==> src/rtl/red_pitaya_iq_decimate_block.sv <==
// Boxcar decimator for one IQ channel.
// It averages blocks of N = 2^n_shift consecutive low-pass filtered samples.
// It emits one averaged sample per window, with a one-cycle valid strobe.
//
// Handshake: there is no backpressure. signal_i is consumed on every
// ACCUM cycle while enable_i is high. When valid_o is high for one cycle,
// the value on signal_o is new. Between strobes, signal_o holds its value.
module red_pitaya_iq_decimate_block #(
   parameter int LPFBITS = 18,
   parameter int MAXLOG2 = 14
) (
   input  logic                      clk_i,
   input  logic                      reset_i,
   input  logic                      enable_i,
   input  logic [3:0]                log2_n_i,
   input  logic signed [LPFBITS-1:0] signal_i,
   output logic signed [LPFBITS-1:0] signal_o,
   output logic                      valid_o,
   output logic                      busy_o
);

   // The accumulator holds a full 2^MAXLOG2-sample sum, so it cannot wrap.
   localparam int AW = LPFBITS + MAXLOG2;
   localparam int CW = MAXLOG2 + 1;
   localparam logic [3:0] MAX_SH = 4'(MAXLOG2);

   typedef enum logic {IDLE, ACCUM} state_t;

   state_t                  state;
   logic signed [AW-1:0]    acc;
   logic signed [AW-1:0]    sum;
   logic signed [AW-1:0]    avg_full;
   logic [CW-1:0]           cnt;
   logic [CW-1:0]           last_cnt;
   logic [3:0]              n_shift;
   logic [3:0]              n_next;
   logic                    window_done;

   // Compute the next-window shift (clamped), the running sum including the
   // current sample, and the floor-rounded window average.
   always_comb begin
      n_next      = (log2_n_i > MAX_SH) ? MAX_SH : log2_n_i;
      sum         = acc + $signed({{MAXLOG2{signal_i[LPFBITS-1]}}, signal_i});
      avg_full    = sum >>> n_shift;
      last_cnt    = (CW'(1) << n_shift) - CW'(1);
      window_done = (cnt == last_cnt);
   end

   // Control FSM and datapath registers. busy_o mirrors the state register.
   always_ff @(posedge clk_i) begin
      if (reset_i) begin
         state    <= IDLE;
         busy_o   <= 1'b0;
         acc      <= '0;
         cnt      <= '0;
         n_shift  <= '0;
         signal_o <= '0;
         valid_o  <= 1'b0;
      end else begin
         valid_o <= 1'b0;
         case (state)
            IDLE: begin
               if (enable_i) begin
                  acc     <= '0;
                  cnt     <= '0;
                  n_shift <= n_next;
                  state   <= ACCUM;
                  busy_o  <= 1'b1;
               end
            end
            ACCUM: begin
               if (!enable_i) begin
                  // Drop the partial window; signal_o keeps the last average.
                  state  <= IDLE;
                  busy_o <= 1'b0;
               end else if (window_done) begin
                  // Close this window. The next window starts with the next
                  // sample and uses a freshly latched length.
                  signal_o <= LPFBITS'(avg_full);
                  valid_o  <= 1'b1;
                  acc      <= '0;
                  cnt      <= '0;
                  n_shift  <= n_next;
               end else begin
                  acc <= sum;
                  cnt <= cnt + CW'(1);
               end
            end
            default: begin
               state  <= IDLE;
               busy_o <= 1'b0;
            end
         endcase
      end
   end

endmodule
==> config.mk <==
export PLATFORM = sky130hd
export DESIGN_NAME = red_pitaya_iq_decimate_block
export DESIGN_NICKNAME = d
export VERILOG_FILES = /design/src/rtl/red_pitaya_iq_decimate_block.sv
export SDC_FILE = /design/constraint.sdc
export NUM_CORES = 1
export LEC_CHECK = 0
export ABC_AREA = 1
export CORE_ASPECT_RATIO = 1.4
export CORE_UTILIZATION = 40
export CTS_BUF_LIST = sky130_fd_sc_hd__clkbuf_2
export DETAILED_ROUTE_END_ITERATION = 8
export PLACE_DENSITY = 0.61
export SLEW_MARGIN = 0
export SYNTH_ARGS = -nofsm -noshare
export SYNTH_HDL_FRONTEND = slang
export SYNTH_SLANG_ARGS = --single-unit
==> constraint.sdc <==
create_clock -name clk_i -period 4.2 [get_ports clk_i]
set_clock_uncertainty 0.1 [all_clocks]
set_input_delay 1.05 -clock clk_i [delete_from_list [all_inputs] [get_ports clk_i]]
set_output_delay 1.05 -clock clk_i [all_outputs]
set_load 0.01 [all_outputs]
==> run metrics, run 1 <==
Rows=between 50 and 60; Final nets=about 1,400; vias per cell=5.059; Seq cells post-synth=slightly above 70; Hold Path Cell Cnt=2; Worst-Skew Late Latency=630 ps; number of port buffers=44; Netlist Area Pre-Place=just over 0.007 sq mm; crit path kind=in -> reg; multiplexer share of the synthesized area=0; Root Buffer=clkbuf_2; DP Wirelength=about 19,000 um; Top FF cell, synth=dfxtp_1; Seq/Total Area, Yosys=0.2026; largest net degree at the start of global routing=33; EDFF count, synth=0; library cells used by synthesis=46; total grt overflow=0; Slew HR=0.4756; DR vias=7,756; DP Area=slightly below 0.008 sq mm; Resized Gates After CTS=0; clk buf depth=2; First-pass DRT Iterations=5; post-route insts no fill=about 1,500; CTS Buf Count=9; setup bufs post-CTS=0; Mapped Cells=1,254; wire per inst=around 15 um; CP endpoint kind=register; critical path, cell by cell=clkdlybuf4s50_1, buf_4, ha_1, nand2_1, nor2_1, nand2_1, nor2_1, nand2_1, nand3_1, and2_1, nor2_1, nor2_1, nand2_1, nor2_1, a21oi_1; CP bufs+invs=2; RR Startpoint=n_shift[1]$_SDFFE_PP0P_; Leakage=4.043 nW; final setup vio count=0; DRT iter0 DRCs=460; Core ar.=0.01740 sq mm; critical path startpoint category=input pin; Tot Pwr=1.940 mW; vias in the first global route=roughly 7,600; Avg Inst Size Synth=5.673 sq um; initial antenna violation count=1; R2R depth=14; synth top area cells=nand2_1 22%, dfxtp_1 20%, nand3_1 13%; main combinational cell family by area after synthesis=simple AND/OR/NAND/NOR gates; routability cong.=~0.94; RSZ-0062 raised after global routing=no; Chip Height=about 160 um; die area=roughly 0.018 sq mm; fill count=about 2,000; CTS tree=yes; final instance area=around 0.008 sq mm; Slowest cell on crit path=clkdlybuf4s50_1; cell taking the most area after synthesis=nand2_1; Clock Sinks=72; DRC viols=0; CP dominant cell by count=nor2_1; endpoints failing hold=0; Max Slew Vio Count=0; complex-gate fraction of the synthesized area=0.08829; Post-Synth Simple-Gate Area=0.4891; I/O pin count=45; reg-to-reg slack, setup=890 ps; post-synthesis xor/xnor area fraction=0.02832; clk slew on worst S/H paths=about 240 ps; fin crit period=around 3400 ps; Crit path required time=approximately 4700 ps; reg2reg end=acc[9]$_SDFFE_PP0P_; fmax=between 200 and 300 MHz; synth warn=0; Chip Width=around 110 um; post-route ant nets=0; VDD IR max=between 0.15 and 0.2 mV; power per cell area=roughly 250 mW/mm^2; cell family with most CP delay=simple AND/OR/NAND/NOR gates; top cell type's share of synthesized area=0.2237; status=complete, no violations; post-synthesis adder-cell area fraction=0.06613; Initial Util=0.4088; final sum of negative setup slack=0 ps; cts hold-fix bufs=0; hold_sp=acc[13]$_SDFFE_PP0P_; Final period util=0.8065; Worst Path Arrival=approximately 3900 ps; Post-synth ARST share=0; Max-Cap Viols=0; H-tree Lvls=3; actual slew at the worst max-slew pin=785.8 ps; CP peak stage delay=about 600 ps; layout cells sized above 1=0.05864; GRT Resource Usage Total=0.2660; final wirelength=23,090 um; first-pass GRT wire length=between 30,000 and 40,000 um; CP max FO=9; placed cell count=between 1,500 and 2,000; synthesis-to-finish area growth=10.80%; Min-Delay Path Class=reg -> reg; Syn Nets=around 1,300; Hold Path Sink=acc[13]$_SDFFE_PP0P_
## worst max-delay path by stage
stage                            start                         to  slack, ps  depth (start not counted)
after detailed placement  signal_i[17]  signal_o[15]$_SDFFE_PP0P_        120                         18
final                     signal_i[17]  signal_o[17]$_SDFFE_PP0P_        810                         15
after CTS                 signal_i[17]  signal_o[15]$_SDFFE_PP0P_        800                         18
after global placement    signal_i[17]  signal_o[17]$_SDFFE_PP0P_        150                         15
after global routing      signal_i[17]  signal_o[15]$_SDFFE_PP0P_        510                         18
after floorplan            signal_i[0]  signal_o[15]$_SDFFE_PP0P_       1130                         17
## sequential cells by signal (all words and copies together), names as in the netlist
register,cells
acc,32
signal_o,18
cnt,15
n_shift,4
busy_o,1
state,1
valid_o,1
## routing by layer
| metal | vias up | global-route usage | part of all wire |
|---|---|---|---|
| li1 | 4074 | - | - |
| met1 | 3473 | 0.3139 | 0.44 |
| met2 | 161 | 0.4777 | 0.49 |
| met3 | 48 | 0.03226 | 0.031 |
| met4 | 0 | 0.1116 | 0.036 |
| met5 | - | 0 | 0 |
## synth_stat cells (3+ instances only)
cell / instances
a31oi_1: 3
clkbuf_1: 17
or2_2: 4
buf_6: 7
xor2_1: 19
buf_1: 6
o21a_1: 4
nand2_1: 424
inv_1: 171
xnor2_1: 4
nor2_1: 108
nor3b_1: 4
ha_1: 36
and2_1: 4
nand3_1: 189
dfxtp_1: 72
o21ai_1: 14
nor2_2: 6
nand4_1: 15
a21oi_1: 67
nand3b_1: 4
inv_2: 8
nor2_4: 3
nor3_1: 6
o21ai_0: 19
nand2_4: 5
nor3_2: 11
## logic make-up after synthesis
kind of cell | Yosys count
DFF | 72
xor gates and xnor gates | 23
AOI/OAI and AO/OA | 116
buffers and inverters | 216
and+or+nand+nor | 790
adders and majority gates | 37
## worst min-delay path: stages (launching register included)
cell and delay (ps):
dfxtp_1 360, nand2_1 60, a21oi_1 50
## cells in the final DEF (no fill, tap or decap), drive strengths merged, types with 16 or more instances in the layout
| cell type | count |
|---|---|
| buf | 16 |
| nand3 | 189 |
| xor2 | 19 |
| nor2 | 117 |
| a21oi | 67 |
| inv | 182 |
| clkdlybuf4s50 | 44 |
| ha | 36 |
| o21ai | 34 |
| dfxtp | 72 |
| nand4 | 16 |
| nor3 | 17 |
| nand2 | 431 |
## per-stage QoR
stage,worst slack [ps],utilization,hold slack (ps)
finish,812.8,0.4530,385.2
global route,508.8,0.4530,408.6
CTS,803.0,0.4528,386.2
detailed placement,122.5,0.4461,361.3
global placement,153.0,0.4461,355.8
floorplan,1131,-,349.1
## final cells by class
class,instances,area (sq um),share of cell area
clock inverters,6,67.56,0.008571
repair buffers,60,560.5,0.07111
diodes,1,2.502,0.0003175
multi-input cells,966,4780,0.6063
clock buffers,10,50.05,0.006349
inverters,182,685.7,0.08698
flip-flops and latches,72,1441,0.1829
well taps,236,295.3,0.03746
## report_power, final
part / internal [mW] / switching [mW] / leakage (nW)
registers: 0.706 / 0.0168 / 0.584
logic: 0.252 / 0.512 / 3.39
clock network: 0.143 / 0.310 / 0.0706
Power figures use the tool's default switching activity.
==> inputs of run 2 (changes only) <==
Clock period 4.2 ns to 3.2 ns, I/O delays scaled along.
==> run 2 against run 1 <==
Worst hold slack got worse by 2.2 ps. Die area unchanged. Sequential power increased by 31%. Core utilization increased by 4.6 points. Critical path depth increased by 4. Critical endpoint is now signal_o[15]$_SDFFE_PP0P_. Largest power group unchanged.
==> run metrics, run 2 (same netlist as run 1, synthesis figures left out) <==
largest net degree at the start of global routing=37 (+12%); Final period util=0.9259; flip-flop and latch area=0.001441 sq mm (unchanged); Leakage=4.546 nW (+12%); Crit path required time=3650 ps (-1010 ps); CP peak stage delay=390 ps (-210 ps); R2R depth=20 (+6); Slew HR=0.6064 (+0.1308); layout cells sized above 1=0.1293 (+0.07064); Max-Cap Viols=0 (unchanged); fmax=approximately 340 MHz; final setup vio count=0 (unchanged); vias per cell=4.977 (-1.6%); largest registers=acc x32, signal_o x18, cnt x15; Min-Delay Path Class=reg -> reg; crit path kind=in -> reg; Largest Register=acc; most common cell after layout, fill and taps aside=nand2_1; Worst Path Arrival=3420 ps (-430 ps); endpoints failing hold=0 (unchanged); critical path startpoint category=input pin; reg-to-reg slack, setup=310 ps (-580 ps); Worst-Skew Late Latency=640 ps (about the same); CP endpoint kind=register; fin crit period=just under 3000 ps; number of port buffers=44 (unchanged); max reg flops=32 (unchanged); CP max FO=8 (-1); final wirelength=23,490 um (+1.7%); met3 WL post-DR=753 um (+3.6%); DP Wirelength=19,210 um (+2.4%); actual slew at the worst max-slew pin=589.8 ps (-196.0 ps); placed cell count=1,620 (+6.9%); Root Buffer=clkbuf_2; Chip Height=159.8 um (unchanged); synthesis-to-finish area growth=22.02%; Core ar.=0.01740 sq mm (unchanged); DRT iter0 DRCs=418 (-9.1%); WL met2=11,480 um (+0.65%); RSZ-0062 raised after global routing=no; met1 WL=10,080 um (-0.32%); Tot Pwr=2.685 mW (+38%); post-route insts no fill=1,637 (+6.8%); vias in the first global route=7,903 (+4.0%); critical path, cell by cell=clkdlybuf4s50_1, buf_4, buf_4, ha_1, nand2_1, nor2_1, and3_1, and2_1, nand2_1, nand2_1, nand2_1, nand3_1, nand2_1, nand2_1, nand2_1, nand2_1, nand2_1, nor2_1, nor2_1; VDD IR max=0.1774 mV (-4.2%); Chip Width=114.7 um (unchanged); area of the multi-input gates=0.004782 sq mm (about the same); CTS Buf Count=9 (unchanged); Rows=57 (unchanged); H-tree Lvls=3 (unchanged); die area=0.01833 sq mm (unchanged); GRT Resource Usage Total=0.2682 (+0.002164); post-route ant nets=0 (unchanged); First-pass DRT Iterations=5 (unchanged); total grt overflow=0 (unchanged); Clock Sinks=72 (unchanged); clk slew on worst S/H paths=230 ps (about the same); I/O pin count=45 (unchanged); wire per inst=14.35 um (-4.7%); CP dominant cell by count=nand2_1; Max Slew Vio Count=0 (unchanged); Final nets=1,457 (+7.7%); clk buf depth=2 (unchanged); DR vias=8,148 (+5.1%); setup bufs post-CTS=0 (unchanged); CTS tree=yes; DRC viols=0 (unchanged); power per cell area=309.3 mW/mm^2 (+26%); fill count=1,933 (-5.2%); Initial Util=0.4088 (unchanged); Slowest cell on crit path=clkdlybuf4s50_1; cts hold-fix bufs=0 (unchanged); dpl ws=-441.9 ps (-564.4 ps); initial antenna violation count=1 (unchanged); first-pass GRT wire length=38,070 um (+1.1%); routability cong.=0.9917 (+5.2%); most frequent cells in the layout=424 x nand2_1, 189 x nand3_1, 171 x inv_1, 119 x buf_4, 107 x nor2_1; status=complete, no violations; highest metal used=met4; setup ws final=237.1 ps (-575.6 ps); Hold Path Cell Cnt=2 (unchanged)
## run 2: changes by cell type in the layout (fill, tap and decap cells not counted), sizes merged
cell / before / now
buf: 16 / 120
## run 2: worst max-delay path, delay by kind of cell
family / cells / cell delay, ps
fa+ha+maj: 1 / 370
simple gates: 15 / 1510
buf+inv: 3 / 750
## run 2: cell type report
class                           instances  share of cell area
Tap cell                              236             0.03402
Timing Repair Buffer                  164              0.1560
Clock inverter                          6            0.007783
Antenna cell                            1           0.0002883
Clock buffer                           10            0.005765
Sequential cell                        72              0.1660
Multi-Input combinational cell        966              0.5509
Inverter                              182             0.07927
## run 2: what timing repair did
item | 4_1_cts | 5_1_grt
hold endpoints to repair | 0 | 0
gates resized for setup | 0 | 2
endpoints found under the setup margin | 0 | 4
## run 2: per-layer routing
metal	vias up	track usage
li1	4281	-
met1	3618	0.3137
met2	183	0.4758
met3	66	0.02543
met4	0	0.1429
met5	-	0
## run 2: stage by stage
stage / util / hold WS, ps / area, sq um / setup TNS (ps)
2_1_floorplan: - / 349.1 / 7114 / 0
3_3_place_gp: 0.4917 / 355.9 / 8556 / -6139
3_5_place_dp: 0.4917 / 361.3 / 8556 / -6324
4_1_cts: 0.4984 / 387.4 / 8673 / 0
5_1_grt: 0.4989 / 404.5 / 8681 / 0
6_report: 0.4989 / 383.0 / 8681 / 0
## run 2: path summary, 6_finish.rpt
kind,start,to
hold reg to reg,acc[13]$_SDFFE_PP0P_,acc[13]$_SDFFE_PP0P_
setup / recovery,signal_i[17],signal_o[15]$_SDFFE_PP0P_
setup reg to reg,n_shift[0]$_SDFFE_PP0P_,signal_o[12]$_SDFFE_PP0P_
hold / removal,acc[13]$_SDFFE_PP0P_,acc[13]$_SDFFE_PP0P_
## run 2: power breakdown
group          internal (mW)  leakage (nW)  switching (mW)
clock                  0.188        0.0706           0.414
sequential             0.927         0.584          0.0227
combinational          0.438          3.89           0.695
